`config.mk`:
```
export PLATFORM = sky130hd
export DESIGN_NAME = fft_stage_sequencer
export DESIGN_NICKNAME = d
export VERILOG_FILES = /design/src/rtl/fft_stage_sequencer.sv
export SDC_FILE = /design/constraint.sdc
export NUM_CORES = 1
export LEC_CHECK = 0
export CORE_UTILIZATION = 53
export CTS_CLUSTER_DIAMETER = 40
export DETAILED_ROUTE_END_ITERATION = 8
export PLACE_DENSITY = 0.78
export SLEW_MARGIN = 20
export SYNTH_ARGS = -nofsm -noshare
export SYNTH_HDL_FRONTEND = slang
export SYNTH_SLANG_ARGS = --single-unit
```
`constraint.sdc`:
```
create_clock -name clk -period 3.2 [get_ports clk]
set_input_delay 0.8 -clock clk [delete_from_list [all_inputs] [get_ports clk]]
set_output_delay 0.8 -clock clk [all_outputs]
set_load 0.005 [all_outputs]
```
`src/rtl/fft_stage_sequencer.sv`:
```
// Address/control sequencer for an in-place radix-2 DIT FFT.
// Issues butterflies per stage and delays their write-back addresses by BF_LAT cycles.
module fft_stage_sequencer #(
    parameter int LOG2N  = 4,
    parameter int BF_LAT = 2
) (
    input  logic                       clk,
    input  logic                       reset_n,
    input  logic                       start,
    input  logic                       hold,
    output logic                       rd_valid,
    output logic [LOG2N-1:0]           rd_addr_a,
    output logic [LOG2N-1:0]           rd_addr_b,
    output logic [LOG2N-2:0]           tw_addr,
    output logic [$clog2(LOG2N)-1:0]   stage,
    output logic                       wr_en,
    output logic [LOG2N-1:0]           wr_addr_a,
    output logic [LOG2N-1:0]           wr_addr_b,
    output logic                       busy,
    output logic                       done
);

    localparam int AW = LOG2N;
    localparam int JW = LOG2N - 1;
    localparam int SW = $clog2(LOG2N);

    typedef enum logic [1:0] {IDLE, RUN, DRAIN, DONE} state_t;

    state_t        state, state_n;
    logic [SW-1:0] s, s_n;
    logic [JW-1:0] j, j_n;
    logic [3:0]    dcnt, dcnt_n;
    logic          issue;

    logic [AW-1:0] jx, span, pos, grp, addr_a, addr_b;
    logic [SW-1:0] tw_sh;

    logic          pv [BF_LAT];
    logic [AW-1:0] pa [BF_LAT];
    logic [AW-1:0] pb [BF_LAT];

    always_comb begin
        jx     = AW'(j);
        span   = AW'(1) << s;
        pos    = jx & (span - AW'(1));
        grp    = jx >> s;
        addr_a = ((grp << s) << 1) | pos;
        addr_b = addr_a + span;
        tw_sh  = SW'(LOG2N - 1) - s;
    end

    always_ff @(posedge clk or negedge reset_n) begin
        if (!reset_n) begin
            state <= IDLE;
            s     <= '0;
            j     <= '0;
            dcnt  <= '0;
        end else begin
            state <= state_n;
            s     <= s_n;
            j     <= j_n;
            dcnt  <= dcnt_n;
        end
    end

    always_comb begin
        state_n = state;
        s_n     = s;
        j_n     = j;
        dcnt_n  = dcnt;
        issue   = 1'b0;
        unique case (state)
            IDLE: begin
                if (start) begin
                    state_n = RUN;
                    s_n     = '0;
                    j_n     = '0;
                end
            end
            RUN: begin
                if (!hold) begin
                    issue = 1'b1;
                    j_n   = j + JW'(1);
                    if (j == '1) begin
                        state_n = DRAIN;
                        dcnt_n  = '0;
                    end
                end
            end
            DRAIN: begin
                // Fixed-latency datapath: BF_LAT cycles after the last issue its write is out.
                if (dcnt == 4'(BF_LAT - 1)) begin
                    if (s == SW'(LOG2N - 1)) begin
                        state_n = DONE;
                    end else begin
                        state_n = RUN;
                        s_n     = s + SW'(1);
                        j_n     = '0;
                    end
                end else begin
                    dcnt_n = dcnt + 4'd1;
                end
            end
            DONE: state_n = IDLE;
            default: state_n = IDLE;
        endcase
    end

    always_ff @(posedge clk or negedge reset_n) begin
        if (!reset_n) begin
            rd_valid  <= 1'b0;
            rd_addr_a <= '0;
            rd_addr_b <= '0;
            tw_addr   <= '0;
            stage     <= '0;
            busy      <= 1'b0;
            done      <= 1'b0;
        end else begin
            rd_valid <= issue;
            busy     <= (state != IDLE);
            done     <= (state == DONE);
            if (issue) begin
                rd_addr_a <= addr_a;
                rd_addr_b <= addr_b;
                tw_addr   <= JW'(pos << tw_sh);
                stage     <= s;
            end
        end
    end

    // Write-back delay line shifts unconditionally so latency stays fixed under hold.
    always_ff @(posedge clk or negedge reset_n) begin
        if (!reset_n) begin
            for (int unsigned i = 0; i < BF_LAT; i++) begin
                pv[i] <= 1'b0;
                pa[i] <= '0;
                pb[i] <= '0;
            end
        end else begin
            pv[0] <= rd_valid;
            pa[0] <= rd_addr_a;
            pb[0] <= rd_addr_b;
            for (int unsigned i = 1; i < BF_LAT; i++) begin
                pv[i] <= pv[i-1];
                pa[i] <= pa[i-1];
                pb[i] <= pb[i-1];
            end
        end
    end

    assign wr_en     = pv[BF_LAT-1];
    assign wr_addr_a = pa[BF_LAT-1];
    assign wr_addr_b = pb[BF_LAT-1];

endmodule

```
Yosys cells after proc, flatten, opt, wreduce, memory -nomap -nowiden:

Index checks and enable logic that the tools add are counted.

* register bits after elaboration: 45
* word-level logic and storage cells: 71

* $add $sub $neg: 6
* equal/unequal tests: 12
* shift-type cells: 4
* multiplexer cells: 21
* bitwise logic cells: 2
* reductions and logical operators: 9

Operators by type and width (number)
* $mux W2: 8
* $mux W3: 4
* $mux W4: 3
* $ne A2 B2 Y1 const B: 6
* $reduce_and A4 Y1: 3
* $pmux W3 S3: 1
* $pmux W2 S4: 1
* $pmux W4 S2: 1
* $shl A4 B2 Y3: 2
* $eq A2 B2 Y1 const B: 3
* $reduce_bool A2 Y1: 3
* $reduce_and A5 Y1: 1
* $add A4 B1 Y4 const B: 1
* $add A4 B4 Y4: 1
* $and A3 B4 Y4: 1
* $eq A4 B1 Y1 const B: 1
* $or A4 B4 Y4: 1
* $pmux W2 S2: 1
* $shl A1 B2 Y4 const A: 1
* $shr A3 B2 Y4: 1
* $sub A4 B1 Y4 const B: 1
* $add A3 B1 Y3 const B: 1
* $eq A3 B3 Y1 const B: 1
* $reduce_bool A3 Y1: 1
* 5 further kinds: 6

Depth between registers and ports, before layout:

* depth in word-level cells: 5
* depth in mapped cells: 8
* depth with buffers taken out: 8

Least setup slack after synthesis:

Ideal clock, no wire load.

* path type: reg-to-reg
* start point: register s[0]
* end point: register rd_addr_b[3]
* setup time: 0.125 ns
* data arrival time: 2.090 ns
* data required time: 3.075 ns
* slack: 0.985 ns
* stages on the path, launching flop included: 9
* buffers on the path: 0
* clock period less this slack: 2.215 ns
* cells stage by stage: dfrtp_1 -> clkinv_1 -> ha_1 -> xnor2_1 -> a32o_1 -> ha_1 -> a21oi_1 -> xnor3_1 -> mux2_2

* longest elaborated chain between the ends: 5

Ends and longest elaborated chain
* start: declaration: line 30 `logic [SW-1:0] s, s_n;`
* start signal: assignment: line 60 `s <= s_n;`
* $shl A1 B2 Y4: line 44 `span = AW'(1) << s;`
* $sub A4 B1 Y4: line 45 `pos = jx & (span - AW'(1));`
* $and A3 B4 Y4: line 45
* $or A4 B4 Y4 *: line 47 `addr_a = ((grp << s) << 1) | pos;`
* named net addr_a[1]: line 35 `logic [AW-1:0] jx, span, pos, grp, addr_a, addr_b;`
* $add A4 B4 Y4 *: line 48 `addr_b = addr_a + span;`
* end signal: assignment: line 124 `rd_addr_b <= addr_b;`
* end: declaration: line 13 `output logic [LOG2N-1:0] rd_addr_b,`

The timed path passes the listed nets; every way through them passes the cells marked *.
A chain may end at the register's enable or synchronous reset.

Final worst setup path:

Same ends and word-level chain as after synthesis.

==> summary.log <==
INFO  status         outcome=complete, no violations
INFO  grt            grt.overflow.total=0
INFO  grt            grt_max_degree=46
INFO  timing         setup_repair_after_global_routing_missed_its_margin=no
INFO  timing         count_of_final_hold_check_violations=0
INFO  timing         drv_slew=0
INFO  power_and_ir_drop power.density_cell_area=829nW/um2
INFO  route          remaining_drc_errors=0
INFO  synthesis      ys.warnings.count=0
INFO  synthesis      synthMostInstantiatedCell=dfrtp_1
INFO  placement      placement.io_buffers=28
INFO  clock_network  root_buffer=clkbuf_8
INFO  timing         fin_worst_hold_slack=0.351ns
INFO  synthesis      syn_avg_cell_area=11.8um2
INFO  floorplan      placementRows=22
INFO  clock_network  post_cts_resize_count=0
INFO  placement      detailedPlacementHpwl=2450um
INFO  synthesis      synthesis.nets=187
INFO  placement      place_inst=232
INFO  grt            number_of_antenna_violations_at_the_first_check_in_global_routing=0
INFO  clock_network  clock_tree.htree_level_count=2
INFO  route          vias_per_cell=5.45
INFO  timing         fmax=0.391GHz
INFO  synthesis      synth.cells.most_frequent=dfrtp_1, nand2_1, ha_1
INFO  synthesis      synth-seq-area-share=55.8%
INFO  final_layout   finish.net_count=207
INFO  worst_setup_path timing.critical_path.from_type=flop
INFO  synthesis      synth-edff-count=0
INFO  route          detail_route.wl_per_cell=14.3um
INFO  timing         fin_setup_tns=0ns
INFO  placement      place.gp.congestion=0.806
INFO  worst_setup_path end_kind=flop
INFO  clock_network  cts_sinks=45
INFO  worst_setup_path rr_startpoint=s[0]$_DFFE_PN0P_
INFO  final_layout   stdcell_count=240
INFO  grt            grt_pass1_wl=5680um
INFO  worst_setup_path critPathKind=reg -> reg
INFO  final_layout   antenna_cells_inserted=0
INFO  timing         ratio_of_final_minimum_period_to_clock_period=80.0%
INFO  clock_network  cts-root-to-sink-buffers=2
INFO  synthesis      ys.flop_type=dfrtp_1
INFO  final_layout   fill_cells=281
INFO  timing         timing.final.setup_violations=0
INFO  worst_setup_path reg2reg_depth=8
INFO  route          drtIter0Drc=50
INFO  synthesis      ys_async_sr_fraction=100%
INFO  route          dr_total_vias=1308
INFO  synthesis      netlist_top_cells_area=dfrtp_1, ha_1, nand2_1
INFO  timing         worst-slew-pin-transition=0.962ns
INFO  grt            global_route.usage.total=19.1%
INFO  synthesis      cell_taking_the_most_area_after_synthesis=dfrtp_1
INFO  worst_setup_path r2r_end=rd_addr_b[3]$_DFFE_PN0P_
INFO  floorplan      floorplan.core_area=3660um2
INFO  worst_setup_path r2r_slack=0.64ns
INFO  final_layout   syn2layout_area_growth=17.7%
INFO  power_and_ir_drop power.leakage=1.08nW
INFO  synthesis      post_synth_instance_area=2020um2
INFO  worst_setup_path critical_path.startpoint=s[0]$_DFFE_PN0P_
INFO  timing         maxSlewHeadroom=35.9%
INFO  route          detailedRoute.firstPassIterationCount=4
INFO  synthesis      synthDistinctLibCells=44
INFO  final_layout   drive_above_1_share=8.33%
INFO  clock_network  clock_latency=0.30ns
INFO  grt            number_of_global_route_vias_before_repair=1261
INFO  synthesis      ys_seq_elements=45
INFO  floorplan      die_height=63.7um
INFO  floorplan      die-area=4060um2
INFO  clock_network  tritoncts.num_buffers=5
INFO  clock_network  post_cts_buffers=0
INFO  clock_network  postCtsHoldBufs=0
INFO  clock_network  worst_setup_hold_path_clk_slew=0.09ns
INFO  floorplan      ioPinCount=29
INFO  floorplan      fp.dieW=63.7um
INFO  worst_setup_path cp.arrival=2.76ns
INFO  floorplan      starting_utilization_of_the_core_area=55.1%
INFO  synthesis      synth_largest_type_area_fraction=55.8%
INFO  timing         fin_crit=2.56ns
INFO  min_path       hold_path_class=reg -> reg
INFO  worst_setup_path worstSetupEndpoint=rd_addr_b[3]$_DFFE_PN0P_
INFO  route          totalWireLength=3440um
INFO  timing         skew=0.00573ns
INFO  route          postRouteAntennaNets=0
INFO  worst_setup_path crit_required=3.40ns
INFO  power_and_ir_drop vdd_ir_drop_max=422uV
INFO  synthesis      syn_inst=171
INFO  clock_network  cts_tree=done
INFO  run            max_cap_check_violation_count=0
INFO  worst_setup_path crit_fanout=9
registers in the layout, indices dropped and copies added (netlist names), 2 cells and up:
signal	flops
j	3
s	2
rd_addr_a	4
rd_addr_b	4
stage	2
pa	4
dcnt	4
wr_addr_a	4
wr_addr_b	4
pb	4
state	2
tw_addr	3
how the worst min path moves through the flow:
stage               startpoint                      to  depth (start not counted)
2_1_floorplan  pa[4]$_DFF_PN0_  wr_addr_a[0]$_DFF_PN0_                          0
3_3_place_gp   pb[4]$_DFF_PN0_  wr_addr_b[0]$_DFF_PN0_                          0
3_5_place_dp   pb[5]$_DFF_PN0_  wr_addr_b[1]$_DFF_PN0_                          0
4_1_cts        pb[5]$_DFF_PN0_  wr_addr_b[1]$_DFF_PN0_                          0
5_1_grt        pb[6]$_DFF_PN0_  wr_addr_b[2]$_DFF_PN0_                          0
6_report       pa[6]$_DFF_PN0_  wr_addr_a[2]$_DFF_PN0_                          0
worst max-delay path, cell delays in order, from the launching register on:
cell      delay, ns
dfrtp_1        0.51
clkinv_1       0.31
ha_1           0.34
xnor2_1        0.19
a32o_1         0.28
ha_1           0.20
a21oi_1        0.14
xnor3_1        0.23
mux2_2         0.27
routing by layer:
layer	part of all wire (%)	GRT usage (%)	vias up
li1	-	-	617
met1	45	23.0	657
met2	50	31.1	26
met3	3.1	4.17	8
met4	2.4	11.4	0
met5	0	0	-
area by class of cell:
class | count | area, um2 | share of cell area, %
flip-flops and latches | 45 | 1130 | 47.4
multi-input cells | 104 | 766 | 32.2
repair buffers | 28 | 275 | 11.6
clock buffers | 6 | 82.6 | 3.48
well taps | 48 | 60.1 | 2.53
clock inverters | 2 | 37.5 | 1.58
inverters | 7 | 27.5 | 1.16
placed cells by master, fill, tap and decap left out, drive strengths merged, types with 3 or more instances in the layout:
cell type / count
a22oi: 3
nand2b: 6
nand3b: 5
mux2i: 5
ha: 11
o22ai: 3
dfrtp: 45
nand2: 24
o21ai: 7
mux2: 3
inv: 5
clkbuf: 6
a21oi: 3
xnor2: 3
nor2: 3
clkdlybuf4s50: 27
metrics by stage:
stage | setup slack [ns] | area [um2] | util [%] | power, mW
6_report | 0.641 | 2370 | 64.9 | 1.97
5_1_grt | 0.486 | 2370 | 64.9 | 2.09
3_3_place_gp | 0.718 | 2250 | 61.6 | 1.50
3_5_place_dp | 0.669 | 2250 | 61.6 | 1.54
2_1_floorplan | 0.985 | 2020 | - | 1.29
4_1_cts | 0.680 | 2370 | 64.9 | 1.99
power by group:
part / switching, mW / internal [mW]
combinational: 0.259 / 0.356
clock: 0.193 / 0.254
sequential: 0.148 / 0.759
total: 0.601 / 1.37
kinds of logic after synthesis:
| group | share of synthesized area [%] |
|---|---|
| AO/OA/AOI/OAI | 10.5 |
| XOR/XNOR | 2.42 |
| adder cells (fa/ha/maj) | 7.82 |
| buffers and inverters | 6.20 |
| flip-flops | 55.8 |
| multiplexers | 4.16 |
| other | 0.186 |
| AND/OR/NAND/NOR | 12.8 |
(Power assumes the default switching activity.)
